==> config.mk <==
export PLATFORM = sky130hd
export DESIGN_NAME = egrs_spim_dir_arbiter
export DESIGN_NICKNAME = d
export VERILOG_FILES = /design/src/rtl/egrs_spim_dir_arbiter.sv
export SDC_FILE = /design/constraint.sdc
export NUM_CORES = 1
export LEC_CHECK = 0
export BUFFER_PORTS_ARGS = -buffer_cell sky130_fd_sc_hd__buf_2
export CAP_MARGIN = 20
export CORE_AREA = 2 2 105 107
export DETAILED_ROUTE_END_ITERATION = 10
export DIE_AREA = 0 0 107 109
export GPL_TIMING_DRIVEN = 1
export PLACE_DENSITY = 0.67
export SYNTH_ARGS = -nofsm -noshare
export SYNTH_HDL_FRONTEND = slang
export SYNTH_SLANG_ARGS = --single-unit
==> constraint.sdc <==
create_clock -name clk -period 2.55 [get_ports clk]
set_input_delay 0.255 -clock clk [delete_from_list [all_inputs] [get_ports clk]]
set_output_delay 0.255 -clock clk [all_outputs]
set_load 0.02 [all_outputs]
==> src/rtl/egrs_spim_dir_arbiter.sv <==
// Two-requester round-robin arbiter in front of the egress SPI master bridge direct AVMM slave.
// One transaction in flight, bursts atomic, pulse_1ms watchdog aborts a hung slave.
module egrs_spim_dir_arbiter #(
  parameter int ADDR_WIDTH = 12,
  parameter int DATA_WIDTH = 32,
  parameter int BRST_WIDTH = 9,
  parameter int TIMEOUT_MS = 4
) (
  input  logic                  clk,
  input  logic                  reset,
  input  logic                  pulse_1ms,
  input  logic [ADDR_WIDTH-1:0] r0_addr,
  input  logic                  r0_write,
  input  logic                  r0_read,
  input  logic [BRST_WIDTH-1:0] r0_burstcnt,
  input  logic [DATA_WIDTH-1:0] r0_wrdata,
  output logic [DATA_WIDTH-1:0] r0_rddata,
  output logic                  r0_rddvld,
  output logic                  r0_waitreq,
  input  logic [ADDR_WIDTH-1:0] r1_addr,
  input  logic                  r1_write,
  input  logic                  r1_read,
  input  logic [BRST_WIDTH-1:0] r1_burstcnt,
  input  logic [DATA_WIDTH-1:0] r1_wrdata,
  output logic [DATA_WIDTH-1:0] r1_rddata,
  output logic                  r1_rddvld,
  output logic                  r1_waitreq,
  output logic [ADDR_WIDTH-1:0] s_addr,
  output logic                  s_write,
  output logic                  s_read,
  output logic [BRST_WIDTH-1:0] s_burstcnt,
  output logic [DATA_WIDTH-1:0] s_wrdata,
  input  logic [DATA_WIDTH-1:0] s_rddata,
  input  logic                  s_rddvld,
  input  logic                  s_waitreq,
  output logic                  err_timeout,
  output logic                  gnt_id
);

  localparam int CW   = BRST_WIDTH + 1;
  localparam int WD_W = $clog2(TIMEOUT_MS + 1);

  // ST_RD_FLUSH drains the undelivered beats of a read aborted by the watchdog.
  typedef enum logic [2:0] {
    ST_IDLE,
    ST_WR_BURST,
    ST_RD_CMD,
    ST_RD_DATA,
    ST_RD_FLUSH
  } state_t;

  state_t          state_q, state_d;
  logic            gnt_q, gnt_d;
  logic [CW-1:0]   len_q, len_d;
  logic [CW-1:0]   beat_q, beat_d;
  logic [WD_W-1:0] wd_q, wd_d;
  logic            err_q, err_d;

  logic                  req0, req1, pick;
  logic                  sel_write;
  logic [BRST_WIDTH-1:0] sel_burst;
  logic                  g_write;
  logic [ADDR_WIDTH-1:0] g_addr;
  logic [BRST_WIDTH-1:0] g_burst;
  logic [DATA_WIDTH-1:0] g_wrdata;
  logic                  beat, last_beat, wd_expire, busy;

  assign req0 = r0_write | r0_read;
  assign req1 = r1_write | r1_read;
  // A tie goes to the requester that was not granted last.
  assign pick      = (req0 & req1) ? ~gnt_q : req1;
  assign sel_write = pick ? r1_write : r0_write;
  assign sel_burst = pick ? r1_burstcnt : r0_burstcnt;

  assign g_write  = gnt_q ? r1_write : r0_write;
  assign g_addr   = gnt_q ? r1_addr : r0_addr;
  assign g_burst  = gnt_q ? r1_burstcnt : r0_burstcnt;
  assign g_wrdata = gnt_q ? r1_wrdata : r0_wrdata;

  assign last_beat = (beat_q + CW'(1)) == len_q;
  assign wd_expire = pulse_1ms && (wd_q == WD_W'(TIMEOUT_MS - 1));
  assign busy      = (state_q == ST_WR_BURST) || (state_q == ST_RD_CMD) ||
                     (state_q == ST_RD_DATA);

  // NOTE: every signal driven here gets a default first so no path can infer a latch.
  always_comb begin
    state_d    = state_q;
    gnt_d      = gnt_q;
    len_d      = len_q;
    beat_d     = beat_q;
    err_d      = err_q;
    beat       = 1'b0;
    s_addr     = '0;
    s_write    = 1'b0;
    s_read     = 1'b0;
    s_burstcnt = '0;
    s_wrdata   = '0;
    r0_waitreq = 1'b1;
    r1_waitreq = 1'b1;
    r0_rddvld  = 1'b0;
    r1_rddvld  = 1'b0;
    r0_rddata  = '0;
    r1_rddata  = '0;

    unique case (state_q)
      ST_IDLE: begin
        if (req0 | req1) begin
          gnt_d   = pick;
          len_d   = (sel_burst == '0) ? CW'(1) : {1'b0, sel_burst};
          beat_d  = '0;
          state_d = sel_write ? ST_WR_BURST : ST_RD_CMD;
        end
      end
      ST_WR_BURST: begin
        s_write    = g_write;
        s_addr     = g_addr;
        s_burstcnt = g_burst;
        s_wrdata   = g_wrdata;
        if (gnt_q) r1_waitreq = s_waitreq;
        else       r0_waitreq = s_waitreq;
        beat = g_write & ~s_waitreq;
        if (beat) begin
          beat_d = beat_q + CW'(1);
          if (last_beat) state_d = ST_IDLE;
        end else if (wd_expire) begin
          err_d   = 1'b1;
          state_d = ST_IDLE;
        end
      end
      ST_RD_CMD: begin
        s_read     = 1'b1;
        s_addr     = g_addr;
        s_burstcnt = g_burst;
        if (gnt_q) r1_waitreq = s_waitreq;
        else       r0_waitreq = s_waitreq;
        if (!s_waitreq) begin
          state_d = ST_RD_DATA;
        end else if (wd_expire) begin
          err_d   = 1'b1;
          state_d = ST_IDLE;
        end
      end
      ST_RD_DATA: begin
        if (gnt_q) begin
          r1_rddvld = s_rddvld;
          r1_rddata = s_rddata;
        end else begin
          r0_rddvld = s_rddvld;
          r0_rddata = s_rddata;
        end
        beat = s_rddvld;
        if (beat) begin
          beat_d = beat_q + CW'(1);
          if (last_beat) state_d = ST_IDLE;
        end else if (wd_expire) begin
          err_d   = 1'b1;
          state_d = ST_RD_FLUSH;
        end
      end
      ST_RD_FLUSH: begin
        if (gnt_q) r1_rddvld = 1'b1;
        else       r0_rddvld = 1'b1;
        beat_d = beat_q + CW'(1);
        if (last_beat) state_d = ST_IDLE;
      end
      default: state_d = ST_IDLE;
    endcase

    // Watchdog restarts on progress; it only runs while waiting on the slave.
    if ((state_d != state_q) || beat) wd_d = '0;
    else if (pulse_1ms && busy)       wd_d = wd_q + WD_W'(1);
    else                              wd_d = wd_q;
  end

  // NOTE: sequential state uses non-blocking assignments so all registers update together.
  always_ff @(posedge clk) begin
    if (reset) begin
      state_q <= ST_IDLE;
      gnt_q   <= 1'b1;
      len_q   <= '0;
      beat_q  <= '0;
      wd_q    <= '0;
      err_q   <= 1'b0;
    end else begin
      state_q <= state_d;
      gnt_q   <= gnt_d;
      len_q   <= len_d;
      beat_q  <= beat_d;
      wd_q    <= wd_d;
      err_q   <= err_d;
    end
  end

  assign err_timeout = err_q;
  assign gnt_id      = gnt_q;

endmodule

Yosys cells after proc, flatten, opt, wreduce, memory -nomap -nowiden
Cells that the tools add are included.
{ "op_classes": {"add_sub_neg": 2, "eq_ne": 13, "muxes": 46, "bitwise": 7, "n_reduce_logical": 14} }
{ "ops": {"columns": ["operator", "n"], "rows": [
  ["$mux 32", 6],
  ["$pmux 10 s4", 1],
  ["$mux 9", 4],
  ["$mux 10", 3],
  ["$mux 12", 2],
  ["$mux 3", 7],
  ["$mux 1", 17],
  ["$pmux 3 s5", 1],
  ["$add 10x1->10 const B", 1],
  ["$eq 10x10->1", 1],
  ["$ne 2x2->1 const B", 5],
  ["$eq 3x2->1 const B", 3],
  ["$logic_not 9->1", 1],
  ["$reduce_and 4->1", 2],
  ["$pmux 1 s2", 3],
  ["$reduce_bool 4->1", 1],
  ["$reduce_or 2->1", 2],
  ["$add 3x1->3 const B", 1],
  ["$eq 3x1->1 const B", 1],
  ["$eq 3x3->1 const B", 1],
  ["$logic_not 3->1", 1],
  ["$logic_or 1x1->1", 3],
  ["$ne 3x3->1", 1],
  ["$or 1x1->1", 3],
  ["8 further kinds", 11]
]} }
{ "word_totals": {"regBits": 28, "inputBits": 147, "out_inout_bits": 125, "elab_cells": 88} }

Longest topological paths before layout
{ "depth": {"depth_word": 10, "depth_mapped": 8, "depth_no_buf": 8} }

Worst setup path after synthesis
No wires, ideal clock.
{ "synth_timing": {"kind": "register to register", "start": "register beat_q[0]", "end": "register wd_q[2]", "setup_time_ns": 0.070, "t_arrival_ns": 1.977, "required_time_ns": 2.480, "path_slack_ns": 0.503, "path_stages_with_launch": 9, "n_path_buf": 1, "synth_period_minus_slack_ns": 2.047, "path_cell_list": "dfxtp_1 ha_1 and3_1 clkbuf_1 nand3_1 nor3_1 a21oi_1 or4_4 a21oi_1"} }
{ "synth_via": {"elab_chain_len": 8, "elab_cells_between_ends": 9, "classes_between": "add/sub: 1; eq/ne: 2; mux: 4; reduce/logical: 2"} }
{ "synth_lines": {"columns": ["element", "line", "text"], "rows": [
  ["from (decl)", "55", "logic [CW-1:0] beat_q, beat_d;"],
  ["from (signal assigned)", "188", "beat_q <= beat_d;"],
  ["$add 10x1->10 *", "80", "assign last_beat = (beat_q + CW'(1)) == len_q;"],
  ["$eq 10x10->1 *", "80", null],
  ["$mux 3 *", "124, 154, 164", null],
  ["$mux 3, on equally long branches", "152, 122", null],
  ["$pmux 3 s5 *", "105", "unique case (state_q)"],
  ["$ne 3x3->1 *", "170", "if ((state_d != state_q) || beat) wd_d = '0;"],
  ["$logic_or 1x1->1 *", "170", null],
  ["$reduce_or 2->1 (no source line) *", null, null],
  ["to (signal assigned)", "189", "wd_q <= wd_d;"],
  ["to (decl)", "56", "logic [WD_W-1:0] wd_q, wd_d;"]
]} }
Mark *: on every way between the ends. The rest lies on a longest branch, timed or not.
A chain may end at the register's enable or synchronous reset.

Final worst setup path
Ends and elaborated chain as after synthesis.

==> impl_metrics.env <==
export IMPL_status="finished clean"
export IMPL_rows=38
export IMPL_grt_total_usage_pct=22.8
export IMPL_path_class="flip-flop to flip-flop"
export IMPL_cts_tree="built"
export IMPL_port_buffers=271
export IMPL_crit_end="wd_q[2]"
export IMPL_clockRootBuffer="clkbuf_8"
export IMPL_hold_viol=0
export IMPL_grt_antenna_before_repair=3
export IMPL_dieArea_sq_mm=0.0117
export IMPL_die_width_microns=107
export IMPL_fillCellCount=1110
export IMPL_async_flop_share_pct=0
export IMPL_fin_crit_sh_pct=87.2
export IMPL_slowest_delay_ns=0.55
export IMPL_cap_violations=0
export IMPL_p_seq_share_pct=23.4
export IMPL_startpoint="beat_q[0]"
export IMPL_synth_cells=408
export IMPL_synth_main_ff_cell="dfxtp_1"
export IMPL_post_route_drc_count=0
export IMPL_syn_nets=558
export IMPL_routabilityCongestion=0.930
export IMPL_rrSetupSlack_ns=0.33
export IMPL_final_layout_size_suffix_gt1_share_pct=45.4
export IMPL_p_per_area_mw_per_mm2=490
export IMPL_critPathCaptureType="flip-flop"
export IMPL_fin_crit_ns=2.22
export IMPL_ys_seq_elements=27
export IMPL_path_cells="ha_1 -> xnor2_1 -> o211ai_1 -> a211oi_1 -> nand3_1 -> or4_4 -> a21oi_1"
export IMPL_cts_made_buffers=3
export IMPL_p_clk_share_pct=11.9
export IMPL_grt_setup_unrepaired="no"
export IMPL_start_kind="flip-flop"
export IMPL_r2r_cells=7
export IMPL_synth_cell_type_count=48
export IMPL_nets=812
export IMPL_setup_violations=0
export IMPL_power_mw=2.21
export IMPL_p_leak_nw=2.66
export IMPL_relSlewSlack_pct=62.8
export IMPL_p_switching_mw=1.08
export IMPL_cts_max_level=1
export IMPL_cts_reportedPaths_clkPinSlew_ns=0.10
export IMPL_intPower_mw=1.12
export IMPL_grt_pass1_vias=3613
export IMPL_pwr_share_comb_pct=64.7
export IMPL_crit_slowest_cell="or4_4"
export IMPL_wirelength_microns=14400
export IMPL_syn_area_per_cell_sq_um=7.18
export IMPL_fin_skew_ns=0.00331
export IMPL_setup_tns_final_ns=0
export IMPL_insertion_delay_ns=0.28
export IMPL_first_pass_iters=4
export IMPL_dp_hpwl_microns=12300
export IMPL_slew_viol_final=0
export IMPL_worstPathMaxFanout=6
export IMPL_r2r_end="wd_q[2]"
export IMPL_cts_sinks=27
export IMPL_postCtsSetupBuffers=0
export IMPL_grt_pass1_wl_microns=20400
export IMPL_fmax_ghz=0.450
export IMPL_grt_overflow_total=0
export IMPL_die_height_microns=109
export IMPL_io_pins=272
export IMPL_yosysWarnings=0
export IMPL_power_switching_share_pct=49.1
export IMPL_wl_per_cell_microns=17.9
export IMPL_area_growth_pct=53.5
export IMPL_cts_hold_buffers=0
export IMPL_coreArea_sq_mm=0.0106
export IMPL_start_util_pct=27.6
export IMPL_vias=4133
export IMPL_reg2reg_from="beat_q[0]"
export IMPL_ir_drop_v=0.000329
export IMPL_syn_area_sq_mm=0.00293
export IMPL_clockBufferDepth=2
export IMPL_synth_edff_count=0
export IMPL_cts_resized=0
export IMPL_yosysSeqAreaShare_pct=18.5
export IMPL_grt_max_degree=37
export IMPL_cp_arrival_ns=2.45
export IMPL_vias_per_cell=5.15
export IMPL_worst_pin_slew_ns=0.557
export IMPL_hold_path_class="primary input to flip-flop"
export IMPL_detail_route_iter0_violations=276
export IMPL_cp_required_ns=2.77
export IMPL_ant_nets=0
==> metrics by stage <==
step                      hold WS, ns  setup slack [ns]  cell area [sq um]  utilization [%]  std cells
after floorplan                 0.449             0.503               2930                -        408
after global placement          0.467             0.389               4440             41.9        797
after detailed placement        0.490             0.325               4440             41.9        797
after CTS                       0.339             0.342               4490             42.4        801
after global routing            0.350             0.150               4500             42.4        803
final                           0.339             0.326               4500             42.4        803
==> power by group through the flow <==
stage	logic [mW]	clock network [mW]	registers, mW
after floorplan	0.906	0	0.504
after global placement	1.41	0	0.523
after detailed placement	1.42	0	0.524
after CTS	1.43	0.262	0.514
after global routing	1.53	0.284	0.521
final	1.43	0.262	0.516
==> sequential cells by signal, indices dropped and copies added (netlist names) <==
register and count:
beat_q 10, err_timeout 1, gnt_id 1, len_q 9, state_q 3, wd_q 3
==> layout by cell type, fill, tap and decap left out, drive strengths merged, types with 4 or more instances in the layout <==
| master | instances |
|---|---|
| buf | 285 |
| nor2 | 58 |
| mux2i | 44 |
| and3 | 37 |
| and2 | 33 |
| dfxtp | 27 |
| a22o | 21 |
| a21oi | 18 |
| nand2 | 17 |
| o21ai | 15 |
| a211oi | 13 |
| xnor2 | 10 |
| nor3 | 8 |
| inv | 6 |
| nand3 | 6 |
| a31oi | 6 |
| nor3b | 5 |
| nor2b | 4 |
| nor4 | 4 |
| o31ai | 4 |
==> worst min path at each step <==
stage / start / end / slack (ns) / depth (start not counted)
floorplan: beat_q[9] / beat_q[9] / 0.45 / 1
global placement: beat_q[9] / beat_q[9] / 0.47 / 1
detailed placement: beat_q[9] / beat_q[9] / 0.49 / 1
CTS: r1_burstcnt[4] / len_q[4] / 0.34 / 3
global route: r1_burstcnt[6] / len_q[6] / 0.35 / 3
finish: r1_burstcnt[4] / len_q[4] / 0.34 / 3
==> area by class of cell <==
class / count / area (sq um) / area share, %
repair buffers: 285 / 1460 / 32.5
clock inverters: 1 / 7.51 / 0.167
multi-input cells: 339 / 2240 / 49.9
diodes: 2 / 5.00 / 0.111
well taps: 140 / 175 / 3.90
flip-flops and latches: 27 / 542 / 12.0
inverters: 6 / 22.5 / 0.501
clock buffers: 3 / 41.3 / 0.918
==> worst max-delay path: cells and delay by family, from the launching register on <==
kind | cells | cell delay (ns)
AND/OR/NAND/NOR | 2 | 0.73
AO/OA/AOI/OAI | 3 | 0.51
flip-flops | 1 | 0.45
adder cells (fa/ha/maj) | 1 | 0.30
XOR/XNOR | 1 | 0.17
==> Yosys cell counts, drive strengths merged (2+ instances only) <==
library cell,n,share of area (%)
dfxtp,27,18
nor3b,5,1.3
a21boi,3,0.77
xor2,3,0.90
or2,2,0.43
clkbuf,28,3.6
nand2b,3,0.64
nand3,6,1.0
mux2i,44,15
a31oi,6,1.3
o21ai,15,2.6
or4,2,0.64
a311oi,2,0.60
a211oi,13,3.5
nor2,58,7.4
o31ai,4,1.0
a21oi,18,3.1
and2,33,7.0
nor2b,4,0.85
xnor2,10,3.0
inv,6,0.77
buf,8,1.2
o22ai,2,0.43
ha,3,1.3
and3,37,8.1
nand2,17,2.2
o211ai,3,0.77
nor4,4,0.85
a22o,21,6.3
nor3,8,1.4
==> metal layers <==
layer	vias to the layer above	track usage (%)	routed length, microns
met5	-	0	0
met4	0	10.6	496
met3	29	2.99	750
met2	177	40.9	7720
met1	1936	26.8	5450
li1	1991	-	-
==> kinds of logic after synthesis <==
| logic type | Yosys count | share of synthesized area (%) |
|---|---|---|
| and+or+nand+nor | 184 | 33.1 |
| AOI/OAI and AO/OA | 95 | 22.7 |
| muxes | 44 | 15.0 |
| buffers and inverters | 42 | 5.51 |
| DFF | 27 | 18.5 |
| xor gates and xnor gates | 13 | 3.89 |
| adders and majority gates | 3 | 1.28 |
(Power assumes the default switching activity.)
